## config.mk

```make
export PLATFORM = sky130hd
export DESIGN_NAME = l1_instr_fetch_ctrl
export DESIGN_NICKNAME = d
export VERILOG_FILES = /design/src/rtl/l1_instr_pkg.sv /design/src/rtl/l1_instr_fetch_ctrl_refill.sv /design/src/rtl/l1_instr_fetch_ctrl.sv
export SDC_FILE = /design/constraint.sdc
export NUM_CORES = 1
export LEC_CHECK = 0
export CELL_PAD_IN_SITES_DETAIL_PLACEMENT = 1
export CELL_PAD_IN_SITES_GLOBAL_PLACEMENT = 1
export CORE_ASPECT_RATIO = 1.5
export CORE_MARGIN = 4
export CORE_UTILIZATION = 34
export DETAILED_ROUTE_END_ITERATION = 6
export GPL_TIMING_DRIVEN = 0
export MAX_ROUTING_LAYER = met4
export PLACE_DENSITY = 0.78
export SYNTH_ARGS = -nofsm -noshare
export SYNTH_HDL_FRONTEND = slang
export SYNTH_HIERARCHICAL = 1
export SYNTH_SLANG_ARGS = --single-unit
export TNS_END_PERCENT = 10
```

## constraint.sdc

```tcl
create_clock -name clk_i -period 2.57 [get_ports clk_i]
set_input_delay 0.514 -clock clk_i [delete_from_list [all_inputs] [get_ports clk_i]]
set_output_delay 0.514 -clock clk_i [all_outputs]
set_load 0.01 [all_outputs]
```

## src/rtl/l1_instr_pkg.sv

```systemverilog
// Sizes, FSM encoding and small helpers shared by the L1 instruction fetch controller.
package l1_instr_pkg;
  localparam int block_size  = 128;
  localparam int tag_size    = 9;
  localparam int idx_size    = 6;
  localparam int word_size   = 2;
  localparam int offset_size = 2;
  localparam int addr_w      = tag_size + idx_size + word_size + offset_size;
  localparam int blk_w       = tag_size + idx_size;
  localparam logic [addr_w-1:0] reset_pc_default = '0;

  typedef enum logic [2:0] {IDLE, LOOKUP, CHECK, REQ, WAIT, FILL, DELIVER} state_t;

  function automatic logic is_compressed(input logic [15:0] hw);
    return (hw & 16'h0003) != 16'h0003;
  endfunction

  function automatic logic [blk_w-1:0] next_blk(input logic [blk_w-1:0] blk);
    return blk + blk_w'(1);
  endfunction
endpackage

```

## src/rtl/l1_instr_fetch_ctrl_refill.sv

```systemverilog
// L2 refill handshake: block address register, refill data capture and saturating miss counter.
module l1_instr_refill
  import l1_instr_pkg::*;
(
  input  logic                  clk,
  input  logic                  rst_n,
  input  logic                  start,
  input  logic [blk_w-1:0]      start_blk,
  input  logic                  active,
  input  logic                  l2_valid,
  input  logic [block_size-1:0] l2_data,
  output logic                  l2_req,
  output logic [blk_w-1:0]      l2_addr,
  output logic                  done,
  output logic [block_size-1:0] block,
  output logic [15:0]           miss_cnt
);

  logic [blk_w-1:0] blk_q;

  assign l2_req  = active;
  assign l2_addr = active ? blk_q : '0;
  assign done    = active & l2_valid;

  always_ff @(posedge clk or negedge rst_n) begin
    if (!rst_n) begin
      blk_q    <= '0;
      block    <= '0;
      miss_cnt <= '0;
    end else begin
      if (start) blk_q <= start_blk;
      if (done) begin
        block <= l2_data;
        if (miss_cnt != 16'hFFFF) miss_cnt <= miss_cnt + 16'd1;
      end
    end
  end

endmodule

```

## src/rtl/l1_instr_fetch_ctrl.sv

```systemverilog
// Fetch controller between the L1 I-cache, the L2 refill port and the core.
// state   | meaning
// IDLE    | fetch disabled, waiting for fetch_en_i
// LOOKUP  | cache read of pc
// CHECK   | cache result sampled: hit, miss or next-block miss
// REQ     | first cycle of L2 request
// WAIT    | holding L2 request until l2_valid_i
// FILL    | writing captured block into the cache
// DELIVER | instruction offered to the core
module l1_instr_fetch_ctrl
  import l1_instr_pkg::*;
#(
  parameter logic [addr_w-1:0] reset_pc = reset_pc_default
) (
  input  logic                  clk_i,
  input  logic                  rst_i,
  input  logic                  fetch_en_i,
  input  logic                  redirect_i,
  input  logic [addr_w-1:0]     redirect_pc_i,
  output logic [31:0]           instr_o,
  output logic [addr_w-1:0]     instr_pc_o,
  output logic                  instr_compressed_o,
  output logic                  instr_valid_o,
  input  logic                  instr_ready_i,
  output logic                  cache_read_o,
  output logic                  cache_write_o,
  output logic                  cache_write_next_o,
  output logic [addr_w-1:0]     cache_addr_o,
  output logic [block_size-1:0] cache_data_L2_o,
  input  logic [31:0]           cache_data_i,
  input  logic                  cache_hit_i,
  input  logic                  cache_miss_next_i,
  output logic                  l2_req_o,
  output logic [blk_w-1:0]      l2_addr_o,
  input  logic                  l2_valid_i,
  input  logic [block_size-1:0] l2_data_i,
  output logic [15:0]           miss_cnt_o
);

  state_t state, state_nxt;
  logic [addr_w-1:0] pc, pc_nxt, pend_pc, redir_pc, pc_step;
  logic pend_valid, nxt_q, in_refill, cur_c;
  logic refill_start, refill_done;
  logic [blk_w-1:0] pc_blk, start_blk;
  logic [31:0] data_q;
  logic [block_size-1:0] block;

  assign redir_pc  = redirect_pc_i & ~addr_w'(1);
  assign pc_blk    = pc[addr_w-1 -: blk_w];
  assign cur_c     = is_compressed(data_q[15:0]);
  assign pc_step   = pc + (cur_c ? addr_w'(2) : addr_w'(4));
  assign in_refill = (state == REQ) || (state == WAIT) || (state == FILL);

  always_ff @(posedge clk_i or negedge rst_i) begin
    if (!rst_i) state <= IDLE;
    else        state <= state_nxt;
  end

  always_comb begin
    state_nxt    = state;
    pc_nxt       = pc;
    refill_start = 1'b0;
    start_blk    = pc_blk;
    // A redirect outside a refill wins over everything, including a handshake.
    if (redirect_i && !in_refill) begin
      pc_nxt    = redir_pc;
      state_nxt = fetch_en_i ? LOOKUP : IDLE;
    end else begin
      case (state)
        IDLE:    if (fetch_en_i) state_nxt = LOOKUP;
        LOOKUP:  state_nxt = CHECK;
        CHECK: begin
          if (!cache_hit_i || cache_miss_next_i) begin
            state_nxt    = REQ;
            refill_start = 1'b1;
            start_blk    = cache_hit_i ? next_blk(pc_blk) : pc_blk;
          end else begin
            state_nxt = DELIVER;
          end
        end
        REQ:     state_nxt = refill_done ? FILL : WAIT;
        WAIT:    if (refill_done) state_nxt = FILL;
        FILL: begin
          state_nxt = LOOKUP;
          if (redirect_i)      pc_nxt = redir_pc;
          else if (pend_valid) pc_nxt = pend_pc;
        end
        DELIVER: begin
          if (instr_ready_i) begin
            pc_nxt    = pc_step;
            state_nxt = fetch_en_i ? LOOKUP : IDLE;
          end
        end
        default: state_nxt = IDLE;
      endcase
    end
  end

  always_ff @(posedge clk_i or negedge rst_i) begin
    if (!rst_i) begin
      pc         <= reset_pc;
      pend_pc    <= '0;
      pend_valid <= 1'b0;
      nxt_q      <= 1'b0;
      data_q     <= '0;
    end else begin
      pc <= pc_nxt;
      if (state == CHECK) data_q <= cache_data_i;
      if (refill_start)   nxt_q  <= cache_hit_i;
      if (state == FILL) begin
        pend_valid <= 1'b0;
      end else if (in_refill && redirect_i) begin
        pend_pc    <= redir_pc;
        pend_valid <= 1'b1;
      end
    end
  end

  l1_instr_refill u_refill (
    .clk       (clk_i),
    .rst_n     (rst_i),
    .start     (refill_start),
    .start_blk (start_blk),
    .active    ((state == REQ) || (state == WAIT)),
    .l2_valid  (l2_valid_i),
    .l2_data   (l2_data_i),
    .l2_req    (l2_req_o),
    .l2_addr   (l2_addr_o),
    .done      (refill_done),
    .block     (block),
    .miss_cnt  (miss_cnt_o)
  );

  assign cache_addr_o       = pc;
  assign cache_read_o       = (state == LOOKUP);
  assign cache_write_o      = (state == FILL);
  assign cache_write_next_o = (state == FILL) && nxt_q;
  assign cache_data_L2_o    = (state == FILL) ? block : '0;
  assign instr_valid_o      = (state == DELIVER);
  assign instr_compressed_o = (state == DELIVER) && cur_c;
  assign instr_o            = (state != DELIVER) ? 32'h0 :
                              cur_c ? {16'h0, data_q[15:0]} : data_q;
  assign instr_pc_o         = pc;

endmodule

```

# [Word-level counts from Yosys, hierarchy flattened]
# Index checks and enable logic that the tools add are counted.
# Widths: inputs -> output; s select.
[classes] add_sub_neg=3 n_eq_ne=13 mux=27 bitwise=2 reduce_logical=16
[op_table] op="$mux 128" count=1
[op_table] op="$mux 19" count=4
[op_table] op="$mux 15" count=5
[op_table] op="$mux 32" count=2
[op_table] op="$pmux 19 s2" count=1
[op_table] op="$pmux 3 s7" count=1
[op_table] op="$add 19x3->19" count=1
[op_table] op="$mux 3" count=6
[op_table] op="$add 16x1->16 const B" count=1
[op_table] op="$ne 16x16->1 const B" count=1
[op_table] op="$add 15x1->15 const B" count=1
[op_table] op="$eq 3x3->1 const B" count=3
[op_table] op="$ne 3x3->1 const B" count=3
[op_table] op="$mux 1" count=7
[op_table] op="$eq 3x2->1 const B" count=2
[op_table] op="$reduce_and 3->1" count=2
[op_table] op="$logic_and 1x1->1" count=4
[op_table] op="$ne 4x2->1 const B" count=1
[op_table] op="$reduce_and 2->1" count=2
[op_table] op="$eq 3x1->1 const B" count=1
[op_table] op="$logic_not 3->1" count=1
[op_table] op="$logic_or 1x1->1" count=3
[op_table] op="$ne 3x1->1 const B" count=1
[op_table] op="$reduce_bool 3->1" count=1
[op_table] op="other kinds (5)" count=6
[totals] reg_bits=233 in_bits=187 out_inout_bits=235 word_cells=70

# [Depth between registers and ports, before layout]
# Gate-level depths: netlist (run 1).
[depth] word_depth=7 depth_mapped=13

# [Cells and area by module]
# Netlist (run 1), hierarchy kept.
[by_module_without_submodules] module="l1_instr_refill" instances=1 cells_each=388 area_each_um2=6167.2 seq_area_each_um2=3978.8
[by_module_without_submodules] module="l1_instr_fetch_ctrl" instances=1 cells_each=610 area_each_um2=5182.5 seq_area_each_um2=1826.8

# [Worst setup path before layout (run 1)]
# Ideal clock, no wire load.
[synth_path] path_type="input to register" from="in redirect_i" to="reg u_refill.blk_q[10]" t_arrival_ns=2.350 required_time_ns=2.445 setup_slack_ns=0.095 stages=7 n_path_buf=5 path_cell_list="buf_2 -> buf_1 -> buf_2 -> nor4_1 -> clkbuf_1 -> clkbuf_1 -> mux2_2"
[synth_via] elab_chain_cells=2 elab_cells_between_ends=3
[synth_rtl] item="start, declared" line="l1_instr_fetch_ctrl.sv:18" text="input logic redirect_i,"
[synth_rtl] item="$logic_and 1x1->1" line="l1_instr_fetch_ctrl.sv:65" text="if (redirect_i && !in_refill) begin"
[synth_rtl] item="$mux 1" line="l1_instr_fetch_ctrl.sv:65"
[synth_rtl] item="via refill_start" line="l1_instr_fetch_ctrl.sv:43" text="logic refill_start, refill_done;"
[synth_rtl] item="end signal, assigned" line="l1_instr_fetch_ctrl_refill.sv:31" text="if (start) blk_q <= start_blk;"
[synth_rtl] item="end, declared" line="l1_instr_fetch_ctrl_refill.sv:19" text="logic [blk_w-1:0] blk_q;"
# The timed path passes the listed nets, and every way through them passes these cells.
# A chain may end at the register's enable or synchronous reset.

# [Final worst setup path (run 1)]
[layout_path] from="reg state[2]" to="out cache_data_L2_o[84]"
[layout_via] elab_chain_cells=2
[layout_rtl] item="start, declared" line="l1_instr_fetch_ctrl.sv:40" text="state_t state, state_nxt;"
[layout_rtl] item="start signal, assigned" line="l1_instr_fetch_ctrl.sv:56" text="else state <= state_nxt;"
[layout_rtl] item="$eq 3x3->1" line="l1_instr_fetch_ctrl.sv:138" text="assign cache_data_L2_o = (state == FILL) ? block : '0;"
[layout_rtl] item="$mux 128" line="l1_instr_fetch_ctrl.sv:138"
[layout_rtl] item="end, declared" line="l1_instr_fetch_ctrl.sv:29" text="output logic [block_size-1:0] cache_data_L2_o,"
# No other way between the ends.

==> flow_summary_export.csv, run 1 <==
group,metric,value,unit
yosys,synth_area_leaders,"dfrtp_1 (51%), mux2_2 (19%), and3_1 (7.3%)",
clock_tree,clockBufferDepth,3,
final_layout,area_growth,51.5,%
yosys,yosysTopAreaCellShare,51.2,%
global_route,overflow,0,
clock_tree,insertion_delay,0.53,ns
floorplanning,dieArea,36400,sq um
final_layout,regArea,5810,sq um
drt,drtAntennaViolNets,0,
floorplanning,std_cell_rows,81,
global_route,track_usage,23.8,%
status,violations,"setup timing",
sta,setup_tns,-0.00455,ns
sta,rsz0062_at_grt,"yes",
final_layout,final_area,17200,sq um
sta,fmax,0.388,GHz
drt,wl_per_cell,22.9,microns
power_and_ir_drop,p_leak,8.10,nW
yosys,synth_most_common_cell,"dfrtp_1",
placement,dp_slack,-1.03,ns
yosys,synth.distinct_cells,61,
yosys,syn_inst,998,
global_route,grt_pass1_vias,11079,
drt,firstDrtPassIters,4,
sta,worstMarginPinSlew,0.801,ns
yosys,netlist_area,11300,sq um
drt,drc,0,
sta,slew-limit-headroom,46.6,%
sta,skew,0.0139,ns
sta,fin_crit_sh,100,%
sta,finalMaxSlewViolations,0,
clock_tree,cts-root-buf,"clkbuf_16",
global_route,grt_max_degree,113,
setup_path,critPathRequiredTime,2.06,ns
final_layout,nets,1669,
drt,dr_total_vias,9875,
setup_path,criticalPathCategory,"reg2out",
sta,finalHoldViolCount,0,
floorplanning,core,32800,sq um
final_layout,fin_util,52.4,%
yosys,ys_seq_area_share,51.2,%
yosys,synth.ff_latch_count,232,
floorplanning,dieWidth,157,microns
flow_run,drv_cap,0,
yosys,synth_largest_area_cell,"dfrtp_1",
global_route,grt_pass1_wl,65400,microns
placement,hpwl,32500,microns
clock_tree,cts.clk_slew.worst_paths,0.07,ns
power_and_ir_drop,vdd_ir_drop_max,0.616,mV
drt,routed_via_density,5.16,
placement,io_buffers,417,
drt,routed_wl,43700,microns
placement,place_inst,1833,
hold_path,hold_path.class,"in2async",
sta,post-route-min-period,2.57,ns
clock_tree,cts.sinks,232,
sta,setup_slack,-0.00455,ns
yosys,synth_edf_count,0,
final_layout,nFillCells,3546,
setup_path,cp-end-kind,"output port",
final_layout,drive_above_1_share,36.8,%
yosys,synthTopCellsByCount,"dfrtp_1 (232), mux2_2 (194), and3_1 (132)",
setup_path,path_max_fanout,10,
floorplanning,ios,422,
setup_path,start_kind,"flop",
yosys,async_reset_ff_share,100,%
power_and_ir_drop,p_total,18.7,mW
drt,drtIter0Drc,298,
placement,gp_congestion,0.891,
global_route,antenna_found_initial,2,
clock_tree,cts_tree,"yes",
final_layout,multiInputGateArea,5220,sq um
floorplanning,start_util,34.6,%
clock_tree,cts_buffers,25,
power_and_ir_drop,p_per_area,1090,nW/um^2
sta,hold_slack,0.404,ns
final_layout,stdcell_count,1914,
placement,post_dp_cell_area,16100,sq um
status,outcome,"finished with violations",
setup_path,crit_arrival,2.06,ns
sta,finalSetupViolCount,1,
yosys,yosys_warnings,6,
yosys,syn_area_per_cell,11.4,sq um
clock_tree,h-tree-depth,1,
yosys,synth_flop_cell,"dfrtp_1",
floorplanning,die-height,232,microns
==> state kept, by name (all words and copies together), names as in the netlist <==
name	cells
pend_valid	1
u_refill/block	128
state	3
pend_pc	18
u_refill/blk_q	15
nxt_q	1
u_refill/miss_cnt	16
data_q	32
cache_addr_o	18
==> per-layer routing <==
metal	part of all wire, %	up-vias	global-route usage (%)
met5	0	-	-
met4	3.2	0	7.51
met3	7.0	80	5.43
met2	56	358	45.0
met1	34	4972	24.0
li1	-	4465	-
==> layout by cell type (no fill, tap or decap), types with 4 or more instances in the layout <==
cell type        netlist  routed
o21a_1                 5       5
xnor2_1               15      14
clkdlybuf4s15_2        0       6
clkbuf_1              46      13
and2_1                50      47
dlygate4sd2_1          0      14
a21oi_1               30      30
nor4_1                 7       6
buf_2                 22     113
mux2_2               194     194
and3_1               132     117
o21ai_0               37      37
clkinv_2               0       6
xor2_1                 9       9
clkbuf_2               0      27
nand3_1               11      11
nand2_1               48      47
nor3_1                 8       7
nand2b_4               1       4
clkdlybuf4s50_1        0     235
and3_4                 0      15
buf_6                  0      38
nand4_1               12      12
clkbuf_8               0      16
nor2_1                34      33
clkdlybuf4s15_1        0      10
nand2b_1               7       4
inv_1                  8       6
buf_8                  0      10
clkbuf_16              0      29
nor2b_1                9       7
dfrtp_1              232     231
buf_4                 22      58
and4_1                 5       5
==> worst paths after layout <==
kind / startpoint / to / slack [ns] / depth (start not counted)
max: state[2]$_DFFE_PN0P_ / cache_data_L2_o[84] / -0.005 / 7
min in group clk_i: data_q[20]$_DFFE_PN0P_ / data_q[20]$_DFFE_PN0P_ / 0.50 / 1
max reg2reg: state[0]$_DFFE_PN0P_ / u_refill/blk_q[13]$_DFFE_PN0P_ / 0.04 / 8
min reg2reg: data_q[20]$_DFFE_PN0P_ / data_q[20]$_DFFE_PN0P_ / 0.50 / 1
min: rst_i / cache_addr_o[11]$_DFFE_PN0P_ / 0.40 / 2
max in group asynchronous: rst_i / u_refill/block[29]$_DFFE_PN0P_ / 1.30 / 3
==> logic make-up after synthesis <==
logic type	after synthesis	share of synthesized area, %
muxes	199	19.8
and+or+nand+nor	333	16.9
buffers and inverters	100	4.28
AOI/OAI and AO/OA	106	5.72
other	1	0.0330
DFF	232	51.2
xor gates and xnor gates	24	1.85
adders and majority gates	3	0.331
==> power by group <==
group | switching (mW) | leakage, nW | total [mW] | internal, mW
logic | 3.66 | 4.88 | 8.18 | 4.53
clock network | 1.57 | 0.432 | 3.86 | 2.29
registers | 1.20 | 2.80 | 6.64 | 5.43
total | 6.43 | 8.10 | 18.7 | 12.3
==> critical path, cell delays in order (launching register included) <==
cell	delay, ns
dfrtp_1	0.39
buf_6	0.13
nor2b_4	0.21
clkbuf_16	0.19
buf_4	0.12
clkbuf_16	0.14
and3_1	0.20
buf_4	0.14
==> layout make-up <==
type | instances | area share (%)
plain buffers | 92 | 4.30
well taps | 415 | 3.02
flip-flops and latches | 232 | 33.8
multi-input cells | 667 | 30.4
clock inverters | 12 | 0.851
repair buffers | 453 | 23.3
clock buffers | 33 | 4.22
diodes | 2 | 0.0291
inverters | 8 | 0.175
==> what timing repair did <==
action                                 in CTS  in global routing
endpoints found under the hold margin      14                  0
setup buffers                              22                  8
gates cloned                                3                  1
gates resized for setup                   722                118
hold buffers                                1                  0
setup endpoints to repair                 339                162
pin swaps                                   5                  3
(Power assumes the default switching activity.)
==> run 2: changes to the inputs <==
Settings changed: SETUP_SLACK_MARGIN set to 0.4.
==> flow_summary_export.csv, run 2 (same netlist as run 1, synthesis figures left out) <==
group,metric,value,unit
final_layout,final_cell_mix,"clkdlybuf4s50_1 (221), dfrtp_1 (207), mux2_2 (192), buf_6 (153), and3_4 (78)",
floorplanning,dieArea,36400,sq um
power_and_ir_drop,vdd_ir_drop_max,0.731,mV
setup_path,path_max_fanout,10,
sta,finalMaxSlewViolations,0,
setup_path,ff2ff_setup_slack,0.37,ns
drt,wl_per_cell,24.0,microns
power_and_ir_drop,p_total,19.7,mW
setup_path,cp-end-kind,"output port",
hold_path,hold_path.class,"in2async",
setup_path,critPathRequiredTime,2.06,ns
flow_run,drv_cap,0,
final_layout,reg_top3,"u_refill/block x128, data_q x32",
drt,routed_wl,46300,microns
sta,slew-limit-headroom,41.1,%
clock_tree,insertion_delay,0.53,ns
final_layout,multiInputGateArea,5780,sq um
sta,fin_crit_sh,98.2,%
sta,setup_tns,0,ns
drt,drtIter0Drc,348,
sta,finalSetupViolCount,0,
drt,dr_total_vias,10030,
clock_tree,h-tree-depth,1,
global_route,grt_max_degree,101,
power_and_ir_drop,p_leak,8.25,nW
setup_path,start_kind,"flop",
sta,worstMarginPinSlew,0.884,ns
floorplanning,core,32800,sq um
power_and_ir_drop,seq_power_share,34.3,%
setup_path,crit_arrival,2.01,ns
placement,io_buffers,417,
power_and_ir_drop,pwr-share-comb,46.3,%
final_layout,largest_register,"u_refill/block",
sta,finalHoldViolCount,0,
global_route,grt_pass1_vias,11139,
floorplanning,dieWidth,157,microns
clock_tree,clockBufferDepth,3,
power_and_ir_drop,p_clk_share,19.5,%
floorplanning,start_util,34.6,%
floorplanning,std_cell_rows,81,
clock_tree,cts_buffers,26,
sta,fmax,0.396,GHz
drt,drc,0,
status,outcome,"completed",
global_route,overflow,0,
power_and_ir_drop,p_switching,6.91,mW
global_route,track_usage,24.0,%
floorplanning,die-height,232,microns
global_route,antenna_found_initial,4,
final_layout,largest_register_ff_count,128,
clock_tree,cts.sinks,232,
clock_tree,cts.clk_slew.worst_paths,0.06,ns
floorplanning,ios,422,
power_and_ir_drop,internal_power,12.8,mW
final_layout,area_growth,63.3,%
drt,firstDrtPassIters,4,
global_route,grt_pass1_wl,66000,microns
placement,post_dp_cell_area,16100,sq um
final_layout,final_common_cell,"clkdlybuf4s50_1",
sta,rsz0062_at_grt,"yes",
clock_tree,cts_tree,"yes",
drt,drtAntennaViolNets,0,
final_layout,nFillCells,3407,
final_layout,final_area,18500,sq um
final_layout,drive_above_1_share,49.8,%
placement,gp_congestion,0.851,
power_and_ir_drop,p_per_area,1060,nW/um^2
sta,post-route-min-period,2.52,ns
clock_tree,cts-root-buf,"clkbuf_16",
drt,routed_via_density,5.21,
placement,hpwl,32500,microns
final_layout,regArea,5840,sq um
sta,skew,0.0124,ns
setup_path,criticalPathCategory,"reg2out",
power_and_ir_drop,swShare,35.0,%
final_layout,nets,1679,
## run 2: worst paths after layout
check / startpoint / end / depth (start not counted)
min in group clk_i: u_refill/block[71]$_DFFE_PN0P_ / u_refill/block[71]$_DFFE_PN0P_ / 1
setup reg to reg: state[2]$_DFFE_PN0P_ / state[0]$_DFFE_PN0P_ / 14
hold / removal: rst_i / u_refill/blk_q[4]$_DFFE_PN0P_ / 2
setup / recovery: state[2]$_DFFE_PN0P_ / cache_data_L2_o[87] / 7
max in group asynchronous: rst_i / u_refill/block[64]$_DFFE_PN0P_ / 4
hold reg to reg: u_refill/block[71]$_DFFE_PN0P_ / u_refill/block[71]$_DFFE_PN0P_ / 1
## run 2: what timing repair did
item                                    4_1_cts  5_1_grt
setup buffers                                19       14
hold buffers                                  1        0
resized for setup                           775      533
pin swaps                                     3       35
hold endpoints to repair                     52        0
gates cloned                                  5        4
endpoints found under the setup margin      380      397
## run 2: area by class of cell
class / count / share of cell area, %
timing repair buffer: 462 / 24.9
clock inverter: 10 / 0.601
sequential: 232 / 31.5
clock buffer: 36 / 4.10
multi-input combinational: 667 / 31.2
buffer: 92 / 4.70
antenna: 4 / 0.0540
tap: 415 / 2.80
inverter: 8 / 0.202
## run 2: through the flow
stage / util, % / hold WS, ns / worst slack [ns] / std cells
4_1_cts: 52.3 / 0.486 / 0.0139 / 1904
3_5_place_dp: 49.1 / 0.464 / -1.20 / 1833
2_1_floorplan: - / 0.218 / 0.407 / 999
6_report: 56.5 / 0.500 / 0.0451 / 1926
5_1_grt: 56.5 / 0.519 / -0.0403 / 1926
3_3_place_gp: 48.9 / 0.477 / -9.53 / 1831
## run 2: routing by layer
| layer | GRT usage (%) | vias to the layer above | share of wire (%) |
|---|---|---|---|
| met5 | - | - | 0 |
| met2 | 44.9 | 374 | 56 |
| met4 | 7.80 | 0 | 3.4 |
| li1 | - | 4500 | - |
| met1 | 25.0 | 5068 | 34 |
| met3 | 4.70 | 88 | 6.3 |
## run 2: worst max-delay path, cell delays in order (launching register included)
cell and delay (ns):
dfrtp_1 0.36, buf_6 0.13, nor2b_4 0.22, buf_6 0.13, clkbuf_16 0.16, clkbuf_16 0.16
and3_4 0.21, buf_6 0.10
## run 2: power by group through the flow
stage | Clock [mW] | Sequential (mW) | Combinational, mW
2_1_floorplan | 0 | 6.27 | 4.41
3_3_place_gp | 0 | 6.49 | 7.30
3_5_place_dp | 0 | 6.62 | 7.56
4_1_cts | 3.94 | 6.59 | 8.12
5_1_grt | 4.11 | 7.00 | 9.76
6_report | 3.84 | 6.76 | 9.13
==> variant (config.mk and constraints of run 2) <==
The package constant `idx_size` goes from 6 to 12.
--- a/src/rtl/l1_instr_pkg.sv
+++ b/src/rtl/l1_instr_pkg.sv
@@ -3,5 +3,5 @@
   localparam int block_size  = 128;
   localparam int tag_size    = 9;
-  localparam int idx_size    = 6;
+  localparam int idx_size    = 12;
   localparam int word_size   = 2;
   localparam int offset_size = 2;
Interface: changed (resized cache_addr_o, instr_pc_o, l2_addr_o and redirect_pc_i); port bits go from 422 to 446. No check against the original RTL was run, so the function may have changed too.
==> variant against run 2 <==
  * The run now ends with setup timing left
  * Sequential power rose by 7.8%
  * Total power rose by 9.9%
  * Sequential cell count up 18
  * Cell area up 9.4%
  * Synthesized area grew 12%
  * Cell count up 12%
  * Combinational power rose by 4.8%
  * Largest power group unchanged
  * Routed wire length grew 16%
  * Non-clock buffer count up 42
  * Worst setup slack lost 0.17 ns
  * Critical endpoint is now cache_data_L2_o[109]
==> variant: results (changes against run 2) <==
Finish
  – Nets: 1846 (was 1679)
  – # fillers: 3827 (was 3407)
  – Fraction of layout cells with a size suffix above 1: 45.80% (was 49.77%)

Setup path
  – CP arrival: 2.18 ns (was 2.01 ns)
  – Critical path's top delay family: buffers and inverters (unchanged)
  – Crit path largest cell delay: 0.46 ns (was 0.36 ns)
  – Max FO, Critical Path: 8 (was 10)

Yosys
  – Leading cell types by count after synthesis: 250 x dfrtp_1, 205 x mux2_2, 186 x and2_1, 48 x nand2_1, 48 x o21ai_0 (was 232 x dfrtp_1, 194 x mux2_2, 132 x and3_1, 50 x and2_1, 48 x nand2_1)
  – Mapped Avg Cell Area: 11.29 um2 (was 11.37 um2)
  – Synth area leaders: dfrtp_1 49%, mux2_2 18%, and2_1 9.2% (was dfrtp_1 51%, mux2_2 19%, and3_1 7.3%)
  – Seq/Total Area, Yosys: 49.25% (was 51.15%)
  – Synth cell types: 71 (was 61)

Placement
  – Routability cong.: 0.9189 (was 0.8506)
  – DP Wirelength: 38070 um (was 32530 um)
  – Placed Cells: 2054 (was 1833)
  – Port bufs: 442 (was 417)

Routing
  – Routed wire length: 53540 um (was 46320 um)
  – Metal2 WL: 29470 um (was 25890 um)
  – Metal-1 WL: 17670 um (was 15940 um)
  – Vias: 11280 (was 10030)
  – Initial drt markers: 379 (was 348)

STA
  – Final Setup Violations: 127 (was 0)
  – Skew final: 0.009801 ns (was 0.01244 ns)
  – Setup TNS: -9.319 ns (was 0 ns)
  – Fin worst setup slack: -0.1239 ns (was 0.04510 ns)

GRT
  – Number of global-route vias before repair: 12630 (was 11140)
  – GRT Total Usage: 25.55% (was 24.03%)
  – Largest net degree at the start of global routing: 112 (was 101)
  – First-pass GRT wire length: 78090 um (was 66050 um)

Run status
  – Failing checks: setup timing
  – Status: finished, violations left (was finished, final reports clean)

Clock tree
  – Inserted Clock Buffers: 27 (was 26)
  – Cts repair resizes: 908 (was 775)
  – Skew-Pair Late Insertion Delay: 0.55 ns (was 0.53 ns)

Power
  – Leak: 9.077 nW (was 8.253 nW)
  – VDD IR max: 0.6616 mV (was 0.7312 mV)
## variant: through the flow
step / instance area [um2] / hold WS, ns / utilization (%) / total power [W]
after floorplan: 12710 / 0.2184 / - / 0.01152
after global placement: 17740 / 0.4658 / 48.19 / 0.01488
after detailed placement: 17800 / 0.4357 / 48.36 / 0.01525
after CTS: 19520 / 0.4416 / 53.05 / 0.02096
after global routing: 20280 / 0.4707 / 55.10 / 0.02281
final: 20280 / 0.4538 / 55.10 / 0.02169
## variant: logic make-up after synthesis
| logic type | synth area share (%) |
|---|---|
| compound gates | 7.969 |
| xor+xnor | 2.138 |
| fa+ha+maj | 0.2955 |
| buf+inv | 4.866 |
| flops | 49.25 |
| mux | 18.76 |
| other cells | 0.02952 |
| simple gates | 16.69 |
## variant: layout make-up
type | instances | area (um2) | share of cell area [%]
Timing Repair Buffer | 495 | 4865 | 23.99
Clock buffer | 30 | 706.9 | 3.486
Sequential cell | 250 | 6289 | 31.01
Antenna cell | 5 | 12.51 | 0.06170
Clock inverter | 17 | 369.1 | 1.820
Inverter | 18 | 75.07 | 0.3702
Tap cell | 484 | 605.6 | 2.986
Buffer | 101 | 1032 | 5.090
Multi-Input combinational cell | 757 | 6324 | 31.18
## variant: report_power, final
part	switching, W	internal [W]	leakage (nW)
combinational	0.00417	0.00541	5.55
sequential	0.00142	0.00587	3.01
clock	0.00175	0.00307	0.520
total	0.00734	0.0144	9.08
## variant: path summary, 6_finish.rpt
| check | start | end | slack [ns] | cells past startpoint |
|---|---|---|---|---|
| max in group asynchronous | rst_i | u_refill/miss_cnt[12]$_DFFE_PN0P_ | 1.16 | 3 |
| setup / recovery | state[0]$_DFFE_PN0P_ | cache_data_L2_o[109] | -0.12 | 7 |
| setup reg to reg | state[0]$_DFFE_PN0P_ | u_refill/blk_q[18]$_DFFE_PN0P_ | 0.06 | 8 |
| min in group clk_i | pend_pc[3]$_DFFE_PN0P_ | pend_pc[3]$_DFFE_PN0P_ | 0.49 | 2 |
| hold reg to reg | pend_pc[3]$_DFFE_PN0P_ | pend_pc[3]$_DFFE_PN0P_ | 0.49 | 2 |
| hold / removal | rst_i | u_refill/blk_q[16]$_DFFE_PN0P_ | 0.45 | 2 |
## variant: routing by layer
| metal | GRT usage [%] | up-vias |
|---|---|---|
| met1 | 24.10 | 5714 |
| li1 | - | 4979 |
| met2 | 48.53 | 469 |
| met5 | - | - |
| met4 | 9.493 | 0 |
| met3 | 7.685 | 119 |
## variant: worst register-to-register path, delay by kind of cell, from the launching register on
kind,cells,cell delay (ns)
flip-flops,1,0.48
XOR/XNOR,1,0.13
multiplexers,1,0.26
buffers and inverters,2,0.29
AND/OR/NAND/NOR,4,1.24
